==> config.mk <==
export PLATFORM = sky130hd
export DESIGN_NAME = piso_tx
export DESIGN_NICKNAME = d
export VERILOG_FILES = /design/src/rtl/piso_tx.sv
export SDC_FILE = /design/constraint.sdc
export NUM_CORES = 1
export LEC_CHECK = 0
export BUFFER_PORTS_ARGS = -buffer_cell sky130_fd_sc_hd__buf_2
export CORE_MARGIN = 2
export CORE_UTILIZATION = 40
export DETAILED_ROUTE_END_ITERATION = 16
export PLACE_DENSITY = 0.66
export SLEW_MARGIN = 20
export SYNTH_ARGS = -nofsm -noshare
export SYNTH_HDL_FRONTEND = slang
export SYNTH_SLANG_ARGS = --single-unit
==> constraint.sdc <==
create_clock -name clk -period 2.74 [get_ports clk]
set_clock_uncertainty 0.05 [all_clocks]
set_input_delay 0.548 -clock clk [delete_from_list [all_inputs] [get_ports clk]]
set_output_delay 0.548 -clock clk [all_outputs]
set_load 0.01 [all_outputs]
==> src/rtl/piso_tx.sv <==
// Parallel-in, serial-out transmitter: takes a WIDTH-bit word over valid/ready
// and drives it one bit per clock with a valid strobe and an end-of-word pulse.
module piso_tx #(
  parameter int WIDTH     = 8,
  parameter bit MSB_FIRST = 1'b1
) (
  input  logic             clk,
  input  logic             rst,
  input  logic [WIDTH-1:0] din,
  input  logic             din_valid,
  output logic             din_ready,
  output logic             sout,
  output logic             sout_valid,
  output logic             last,
  output logic             busy,
  output logic [0:0]       state_dbg
);

  // Handshake: a word transfers on a rising edge where din_valid && din_ready.
  // din_ready never depends on din_valid; upstream holds din until accepted.

  localparam int              CW       = $clog2(WIDTH);
  localparam logic [CW-1:0]   CNT_LAST = CW'(WIDTH - 1);
  localparam logic [0:0]      S_IDLE   = 1'b0;
  localparam logic [0:0]      S_SHIFT  = 1'b1;

  logic [0:0]       state, state_n;
  logic [CW-1:0]    cnt, cnt_n;
  logic [WIDTH-1:0] shreg, shreg_n;
  logic             at_last;
  logic             accept;
  logic             head_n;

  assign at_last   = (state == S_SHIFT) && (cnt == CNT_LAST);
  assign din_ready = !rst && ((state == S_IDLE) || at_last);
  assign accept    = din_valid && din_ready;
  assign busy      = (state == S_SHIFT);
  assign state_dbg = state;

  always_comb begin
    state_n = state;
    cnt_n   = cnt;
    shreg_n = shreg;
    if (accept) begin
      // Loading on the last bit keeps the serial stream gapless.
      state_n = S_SHIFT;
      cnt_n   = '0;
      shreg_n = din;
    end else if (state == S_SHIFT) begin
      if (at_last) begin
        state_n = S_IDLE;
        cnt_n   = '0;
        shreg_n = '0;
      end else begin
        cnt_n = cnt + 1'b1;
        if (MSB_FIRST) shreg_n = shreg << 1;
        else           shreg_n = shreg >> 1;
      end
    end
  end

  assign head_n = MSB_FIRST ? shreg_n[WIDTH-1] : shreg_n[0];

  always_ff @(posedge clk) begin
    if (rst) begin
      state      <= S_IDLE;
      cnt        <= '0;
      shreg      <= '0;
      sout       <= 1'b0;
      sout_valid <= 1'b0;
      last       <= 1'b0;
    end else begin
      state      <= state_n;
      cnt        <= cnt_n;
      shreg      <= shreg_n;
      sout       <= (state_n == S_SHIFT) && head_n;
      sout_valid <= (state_n == S_SHIFT);
      last       <= (state_n == S_SHIFT) && (cnt_n == CNT_LAST);
    end
  end

endmodule
# Yosys cells after proc, flatten, opt, wreduce, memory -nomap -nowiden
# Index checks and enable logic that the tools add are counted.
totals:
  input_bits: 11
  output_inout_bits: 6
  wordCells: 27
  reg_bits: 14
op_classes:
  n_bitwise: 1
  reduce_logical: 8
  n_eq_ne: 2
  add_sub_neg: 1
  n_mux: 9
ops:
  columns: ["op", "count"]
  rows:
  - ["2-to-1 mux 8 bit", 3]
  - ["2-to-1 mux 3 bit", 3]
  - ["equality test 3 bit, second input constant", 2]
  - ["logical AND 1 bit", 5]
  - ["adder 3 x 1 -> 3 bit, second input constant", 1]
  - ["2-to-1 mux 1 bit", 3]
  - ["nonzero test 2 bit", 1]
  - ["logical NOT 1 bit", 1]
  - ["logical OR 1 bit", 1]
  - ["inverter 1 bit", 1]

# Depth between registers and ports, before layout
# Gate-level depths: netlist of run 1.
depth:
  ltp_word: 8
  ltp_mapped: 6
  mapped_depth_nobuf: 5

# Least setup slack after synthesis of run 1
# No wires, ideal clock.
synth_timing:
  path_type: "reg2out"
  from: "register cnt[0]"
  to: "output din_ready"
  stages_incl_launch_ff: 6
  path_buffers: 1
  slack_ps: 1087
  arrival_time_ps: 1055
  t_required_ps: 2142
  cell_sequence: "dfxtp_1 -> ha_1 -> ha_1 -> nor2b_1 -> buf_2 -> nor2_1"
synth_via:
  elab_chain_len: 4
synth_rtl:
  columns: ["item", "line", "rtl"]
  rows:
  - ["start, declared", "28", "logic [CW-1:0] cnt, cnt_n;"]
  - ["start signal, assigned", "74", "cnt <= cnt_n;"]
  - ["equality test 3 bit", "34", "assign at_last = (state == S_SHIFT) && (cnt == CNT_LAST);"]
  - ["logical AND 1 bit", "34", null]
  - ["logical OR 1 bit", "35", "assign din_ready = !rst && ((state == S_IDLE) || at_last);"]
  - ["logical AND 1 bit", "35", null]
  - ["end, declared", "11", "output logic din_ready,"]
# Every way passes these cells.

# Worst setup path after layout of run 1
# Ends and elaborated chain as after synthesis.

==> summary.md, run 1 <==
| Metric | Value |
|---|---|
| Area enclosed by the die boundary | `2040 µm²` |
| All-layer global routing usage | `0.151` |
| Hold bufs inserted after CTS | `0` |
| Clock buffers created by TritonCTS | `3` |
| Most area-hungry cell type in the Yosys netlist | `sky130_fd_sc_hd__dfxtp_1` |
| Critical Path Sink Type | `output port` |
| Postcts setup bufs | `0` |
| GRT overflow | `0` |
| Result of the run | `finished clean` |
| Total clock sinks | `13` |
| Clock tree from TritonCTS | `built` |
| Number of nets in the layout | `101` |
| P_sw | `0.0948 mW` |
| Min Tclk post-route | `2.18 ns` |
| Cell count after placement | `99` |
| Number of buffers between clock root and the deepest sink | `2` |
| Hold Crit Class | `flip-flop to flip-flop` |
| Setup repair after global routing missed its margin | `no` |
| TritonRoute pass-1 iters | `4` |
| Placed Area | `737 µm²` |
| Total Power | `0.376 mW` |
| Final wirelength | `1240 µm` |
| Routed wire length per instance | `12.0 µm` |
| Setup crit start kind | `flip-flop` |
| Maximum fanout encountered on the critical timing path | `11` |
| Final ANT Viol Nets | `0` |
| Post-detailed-route DRC marker count | `0` |
| Final std cell area, no fill | `763 µm²` |
| Max Fclk | `0.459 GHz` |
| Combinational fraction of design power | `0.144` |
| Most frequent cell after synthesis | `sky130_fd_sc_hd__dfxtp_1` |
| Critical path data arrival time | `1.58 ns` |
| Final estimated routing congestion in global placement | `0.681` |
| Largest vdd supply drop | `343 µV` |
| Number of enable-type register cells in the synthesized netlist | `0` |
| Ranking of synthesized cells by area | `sky130_fd_sc_hd__dfxtp_1, sky130_fd_sc_hd__mux2i_1, sky130_fd_sc_hd__a32oi_1` |
| Maximum number of pins on one net before global-route repair | `21` |
| Setup CP Type | `flip-flop to output port` |
| FFs w/ async S/R, synth | `0` |
| Clock share of power | `0.306` |
| Leak Pwr | `0.326 nW` |
| Leading post-synthesis cells by instance count | `sky130_fd_sc_hd__dfxtp_1, sky130_fd_sc_hd__mux2i_1, sky130_fd_sc_hd__nor2_1` |
| Number of placement rows | `14` |
| Placeable core area | `1540 µm²` |
| Area of the mapped netlist | `678 µm²` |
| Headroom to the max-slew limit | `0.676` |
| Avg Synthesized Cell Area | `9.16 µm²` |
| Final-report hold violation count | `0` |
| Root buf cell | `sky130_fd_sc_hd__clkbuf_4` |
| Sequential area share after synthesis | `0.384` |
| Top cell type's share of synthesized area | `0.384` |
| Top Ports | `17` |
| Core utilization of the finished layout | `0.495` |
| Number of vias per cell after detailed routing | `5.47` |
| Post-Route Setup TNS | `0 ns` |
| Antenna fix cells | `0` |
| Width of the chip | `45.2 µm` |
| Die Y-Extent | `45.2 µm` |
| Final period utilization | `0.795` |
| Total of flip-flops plus latches after synthesis | `13` |
| Maximum level of the CTS H-tree | `1` |
| Worst slew pin tran | `0.485 ns` |
| Fraction of final layout cells with drive strength greater than 1 | `0.264` |
| Internal | `0.281 mW` |
| Final setup violation count | `0` |
| Synth warnings | `0` |
| Count of final max-slew check failures | `0` |
| Most instantiated flip-flop cell in the synthesis netlist | `sky130_fd_sc_hd__dfxtp_1` |
| # Max-Cap Violations | `0` |
| Sequential cell fraction of total power | `0.550` |
| Switching part of the total | `0.252` |
| Via count of the first global-routing pass | `525` |
| Areal power density over the cells | `493 nW/µm²` |
| CTS clk-pin slew, worst paths | `0.07 ns` |
| Area added between synthesis and finish | `12.5%` |
| Number of antenna violations at the first check in global routing | `0` |
| Detailed router's first-iteration violation count | `4` |
| Count of input and output buffers | `16` |
| First-pass GRT wire length | `2220 µm` |
| Starting utilization of the core area | `0.440` |
| Number of unique standard cell types used by synthesis | `22` |
| Resize count post-CTS | `0` |
| Count of placed standard cells in the final layout, fillers left out | `103` |
| Cell count after synthesis | `74` |
| Worst-skew pair later-pin latency | `0.27 ns` |
| Total vias in the final route | `563` |
| Nets in the synthesized netlist | `87` |
| Required time of the critical path | `2.14 ns` |
critical path, cell delays in order (launching register included):
cell	delay [ns]
sky130_fd_sc_hd__dfxtp_1	0.39
sky130_fd_sc_hd__ha_1	0.18
sky130_fd_sc_hd__ha_1	0.40
sky130_fd_sc_hd__nor2b_1	0.12
sky130_fd_sc_hd__nor2_1	0.09
sky130_fd_sc_hd__buf_2	0.13
layout by cell type, fill, tap and decap left out:
cell                       synthesis  routed
sky130_fd_sc_hd__dfxtp_1          13      13
sky130_fd_sc_hd__or2_0             5       5
sky130_fd_sc_hd__nand3b_1          1       1
sky130_fd_sc_hd__nand2_1           3       3
sky130_fd_sc_hd__o21a_1            2       2
sky130_fd_sc_hd__clkbuf_4          0       3
sky130_fd_sc_hd__a211oi_2          1       1
sky130_fd_sc_hd__a32oi_1           6       6
sky130_fd_sc_hd__inv_2             1       1
sky130_fd_sc_hd__clkbuf_1          2       1
sky130_fd_sc_hd__ha_1              2       2
sky130_fd_sc_hd__buf_4             2       1
sky130_fd_sc_hd__or2_1             1       1
sky130_fd_sc_hd__buf_2             3      16
sky130_fd_sc_hd__nor2_1            8       8
sky130_fd_sc_hd__nor2b_1           2       2
sky130_fd_sc_hd__or2b_1            1       1
sky130_fd_sc_hd__a21oi_1           7       7
sky130_fd_sc_hd__o32a_1            1       1
sky130_fd_sc_hd__mux2i_1           8       8
sky130_fd_sc_hd__nand3_1           3       3
sky130_fd_sc_hd__or4b_4            1       1
flip-flops by register name, summed over array words and instances, names as in the netlist:
register and count:
last 1, cnt 3, shreg 7, busy 1, sout 1
metal layers:
layer  up-vias  GRT usage  wire [µm]
met5         -          0          0
met4         0     0.0706         13
met3         2     0.0480         62
met2        12      0.243        584
met1       257      0.182        577
li1        292          -          -
power groups by stage:
stage	clock (mW)	sequential, mW	combinational (mW)
5_1_grt	0.130	0.208	0.0620
6_report	0.115	0.207	0.0543
3_5_place_dp	0	0.212	0.0547
3_3_place_gp	0	0.211	0.0536
2_1_floorplan	0	0.209	0.0409
4_1_cts	0.122	0.207	0.0550
stage by stage:
stage	hold slack [ns]	setup WS (ns)
finish	0.406	0.563
detailed placement	0.402	0.857
global placement	0.395	0.914
CTS	0.413	0.547
floorplan	0.375	1.09
global route	0.453	0.436
layout make-up:
cell class                 count  area [µm²]
fill                         157         778
multi-input combinational     52         365
sequential                    13         260
timing repair buffer          17        87.6
clock buffer                   4        26.3
tap                           16        20.0
inverter                       1        3.75
final timing paths:
| check | start | end | slack, ns | cells past startpoint |
|---|---|---|---|---|
| max | cnt[0]$_SDFF_PP0_ | din_ready | 0.56 | 5 |
| max reg2reg | cnt[0]$_SDFF_PP0_ | shreg[1]$_SDFFE_PP0P_ | 1.06 | 6 |
| min reg2reg | shreg[6]$_SDFFE_PP0P_ | sout$_SDFF_PP0_ | 0.41 | 2 |
| min | shreg[6]$_SDFFE_PP0P_ | sout$_SDFF_PP0_ | 0.41 | 2 |
cells by family after synthesis:
family          share of synthesized area
simple gates                        0.199
fa+ha+maj                          0.0369
buf+inv                            0.0775
mux                                 0.118
flops                               0.384
compound gates                      0.184
Power figures use the tool's default switching activity.
==> inputs of run 2 (changes only) <==
Clock period 2.74 ns to 2.2 ns, I/O delays scaled along.
==> run 2 against run 1 <==
  * Clock power up 25%
  * Critical endpoint unchanged
  * Non-clock buffer count unchanged
  * Sequential share of layout area unchanged
  * Global-route usage about the same
  * Power up 25%
==> summary.md, run 2 (synthesized netlist as in run 1, its figures left out) <==
| Metric | Value |
|---|---|
| Result of the run | `finished clean` |
| Placed Area | `737 µm² (unchanged)` |
| Final estimated routing congestion in global placement | `0.691 (+1.5%)` |
| Largest register by flop count | `shreg` |
| Placeable core area | `1540 µm² (unchanged)` |
| Critical R2R Capture | `shreg[4]$_SDFFE_PP0P_` |
| Final ANT Viol Nets | `0 (unchanged)` |
| Final setup violation count | `0 (unchanged)` |
| First-pass GRT wire length | `2180 µm (-1.8%)` |
| Die Y-Extent | `45.2 µm (unchanged)` |
| Final std cell area, no fill | `763 µm² (unchanged)` |
| Reg-to-reg startpoint | `cnt[0]$_SDFF_PP0_` |
| Worst slack on hold paths | `0.387 ns (-0.0192 ns)` |
| Critical Path Sink Type | `output port` |
| Leak Pwr | `0.326 nW (unchanged)` |
| Most frequent cells in the layout | `sky130_fd_sc_hd__buf_2, sky130_fd_sc_hd__dfxtp_1, sky130_fd_sc_hd__nor2_1, sky130_fd_sc_hd__mux2i_1, sky130_fd_sc_hd__a21oi_1` |
| Required time of the critical path | `1.71 ns (-0.43 ns)` |
| Fraction of final layout cells with drive strength greater than 1 | `0.264 (unchanged)` |
| Maximum fanout encountered on the critical timing path | `11 (unchanged)` |
| Setup CP Type | `flip-flop to output port` |
| GRT overflow | `0 (unchanged)` |
| Top Ports | `17 (unchanged)` |
| All-layer global routing usage | `0.151 (-0.000249)` |
| Hold path cells | `3 (+1)` |
| Worst slew pin tran | `0.531 ns (+0.0464 ns)` |
| Headroom to the max-slew limit | `0.645 (-0.0310)` |
| Final-report hold violation count | `0 (unchanged)` |
| Routed wire length per instance | `12.6 µm (+4.9%)` |
| Hold bufs inserted after CTS | `0 (unchanged)` |
| Cell family with most CP delay | `adder cells` |
| Largest vdd supply drop | `272 µV (-20%)` |
| Maximum number of pins on one net before global-route repair | `21 (unchanged)` |
| Max stage delay cell, worst path | `sky130_fd_sc_hd__dfxtp_1` |
| Max FFs per register | `7 (unchanged)` |
| R2R Setup Slk | `0.54 ns (-0.52 ns)` |
| Most numerous cell on the critical path | `sky130_fd_sc_hd__ha_1` |
| Area enclosed by the die boundary | `2040 µm² (unchanged)` |
| Hold Crit Class | `input port to flip-flop` |
| Max Fclk | `0.487 GHz` |
| Most frequent standard cell in the layout excluding fill and tap cells | `sky130_fd_sc_hd__buf_2` |
| Number of buffers and inverters on the critical path | `1 (unchanged)` |
| CTS clk-pin slew, worst paths | `0.08 ns (about the same)` |
| Top flop regs | `shreg (7), cnt (3)` |
| Critical path data arrival time | `1.56 ns (-0.02 ns)` |
| R2r worst-path depth | `6 (unchanged)` |
| Clock tree from TritonCTS | `built` |
| Setup crit start kind | `flip-flop` |
| Resize count post-CTS | `0 (unchanged)` |
| Post-Route Setup TNS | `0 ns (unchanged)` |
| Post-detailed-route DRC marker count | `0 (unchanged)` |
| Postcts setup bufs | `0 (unchanged)` |
| Number of nets in the layout | `101 (unchanged)` |
| Number of placement rows | `14 (unchanged)` |
| # Max-Cap Violations | `0 (unchanged)` |
| Final period utilization | `0.933` |
| Number of buffers between clock root and the deepest sink | `2 (unchanged)` |
| Detailed router's first-iteration violation count | `2 (-2)` |
| Final wirelength | `1300 µm (+4.9%)` |
| Number of antenna violations at the first check in global routing | `0 (unchanged)` |
| TritonRoute pass-1 iters | `2 (-2)` |
| Antenna fix cells | `0 (unchanged)` |
| Areal power density over the cells | `616 nW/µm² (+25%)` |
| Ordered cell list for the critical path | `ha_1 > ha_1 > nor2b_1 > nor2_1 > buf_2` |
| Maximum level of the CTS H-tree | `1 (unchanged)` |
| Count of input and output buffers | `16 (unchanged)` |
| Worst-skew pair later-pin latency | `0.27 ns (about the same)` |
| Count of final max-slew check failures | `0 (unchanged)` |
| Root buf cell | `sky130_fd_sc_hd__clkbuf_4` |
| Area added between synthesis and finish | `12.5% (unchanged)` |
| Total vias in the final route | `552 (-2.0%)` |
| Worst Hold Path EP | `sout$_SDFF_PP0_` |
| Setup repair after global routing missed its margin | `no` |
| Number of vias per cell after detailed routing | `5.36 (-2.0%)` |
| Total clock sinks | `13 (unchanged)` |
| Starting utilization of the core area | `0.440 (unchanged)` |
| Delay contributed by the slowest stage of the critical path | `0.41 ns (about the same)` |
| Start point of the worst min-delay path | `din[7]` |
| Min Tclk post-route | `2.05 ns` |
| Via count of the first global-routing pass | `516 (-1.7%)` |
| Clock buffers created by TritonCTS | `3 (unchanged)` |
| Width of the chip | `45.2 µm (unchanged)` |
run 2: cell counts in the layout (fill, tap and decap cells not counted):
No cell type changed its count.
run 2: area by class of cell:
cell class | count | area, µm²
Inverter | 1 | 3.75
Clock buffer | 4 | 26.3
Tap cell | 16 | 20.0
Fill cell | 153 | 778
Sequential cell | 13 | 260
Timing Repair Buffer | 17 | 87.6
Multi-Input combinational cell | 52 | 365
run 2: worst reg2reg max path, delay by kind of cell, from the launching register on:
kind | cells | cell delay [ns]
AO/OA/AOI/OAI | 2 | 0.23
adder cells (fa/ha/maj) | 2 | 0.56
buffers and inverters | 1 | 0.19
flip-flops | 1 | 0.41
AND/OR/NAND/NOR | 1 | 0.11
run 2: per-layer routing:
| metal | track usage | vias up | share of wire | wire (µm) |
|---|---|---|---|---|
| met5 | 0 | - | 0 | 0 |
| met4 | 0.0882 | 0 | 0.014 | 18 |
| met3 | 0.0240 | 2 | 0.039 | 51 |
| met2 | 0.266 | 12 | 0.47 | 612 |
| met1 | 0.169 | 249 | 0.47 | 615 |
| li1 | - | 289 | - | - |
run 2: how the worst max path moves through the flow:
stage                      endpoint  depth (start not counted)               from  slack (ns)
after CTS                 din_ready                          5  cnt[0]$_SDFF_PP0_        0.14
final                     din_ready                          5  cnt[0]$_SDFF_PP0_        0.15
after global routing      din_ready                          5  cnt[0]$_SDFF_PP0_       0.009
after floorplan           din_ready                          5  cnt[0]$_SDFF_PP0_        0.66
after global placement    din_ready                          5  cnt[0]$_SDFF_PP0_        0.49
after detailed placement  din_ready                          5  cnt[0]$_SDFF_PP0_        0.45
run 2: where the power goes:
| group | switching, mW | leakage, nW | total, mW | internal, mW |
|---|---|---|---|---|
| clock | 0.0742 | 0.0150 | 0.144 | 0.0701 |
| combinational | 0.0343 | 0.205 | 0.0674 | 0.0332 |
| sequential | 0.0113 | 0.106 | 0.258 | 0.247 |
run 2: metrics by stage:
step                      utilization  power [mW]  setup slack, ns  instances
after floorplan                     -       0.311            0.655         74
final                           0.495       0.470            0.147        103
after detailed placement        0.478       0.332            0.446         99
after global routing            0.495       0.494          0.00940        103
after global placement          0.478       0.330            0.486         99
after CTS                       0.495       0.479            0.138        103
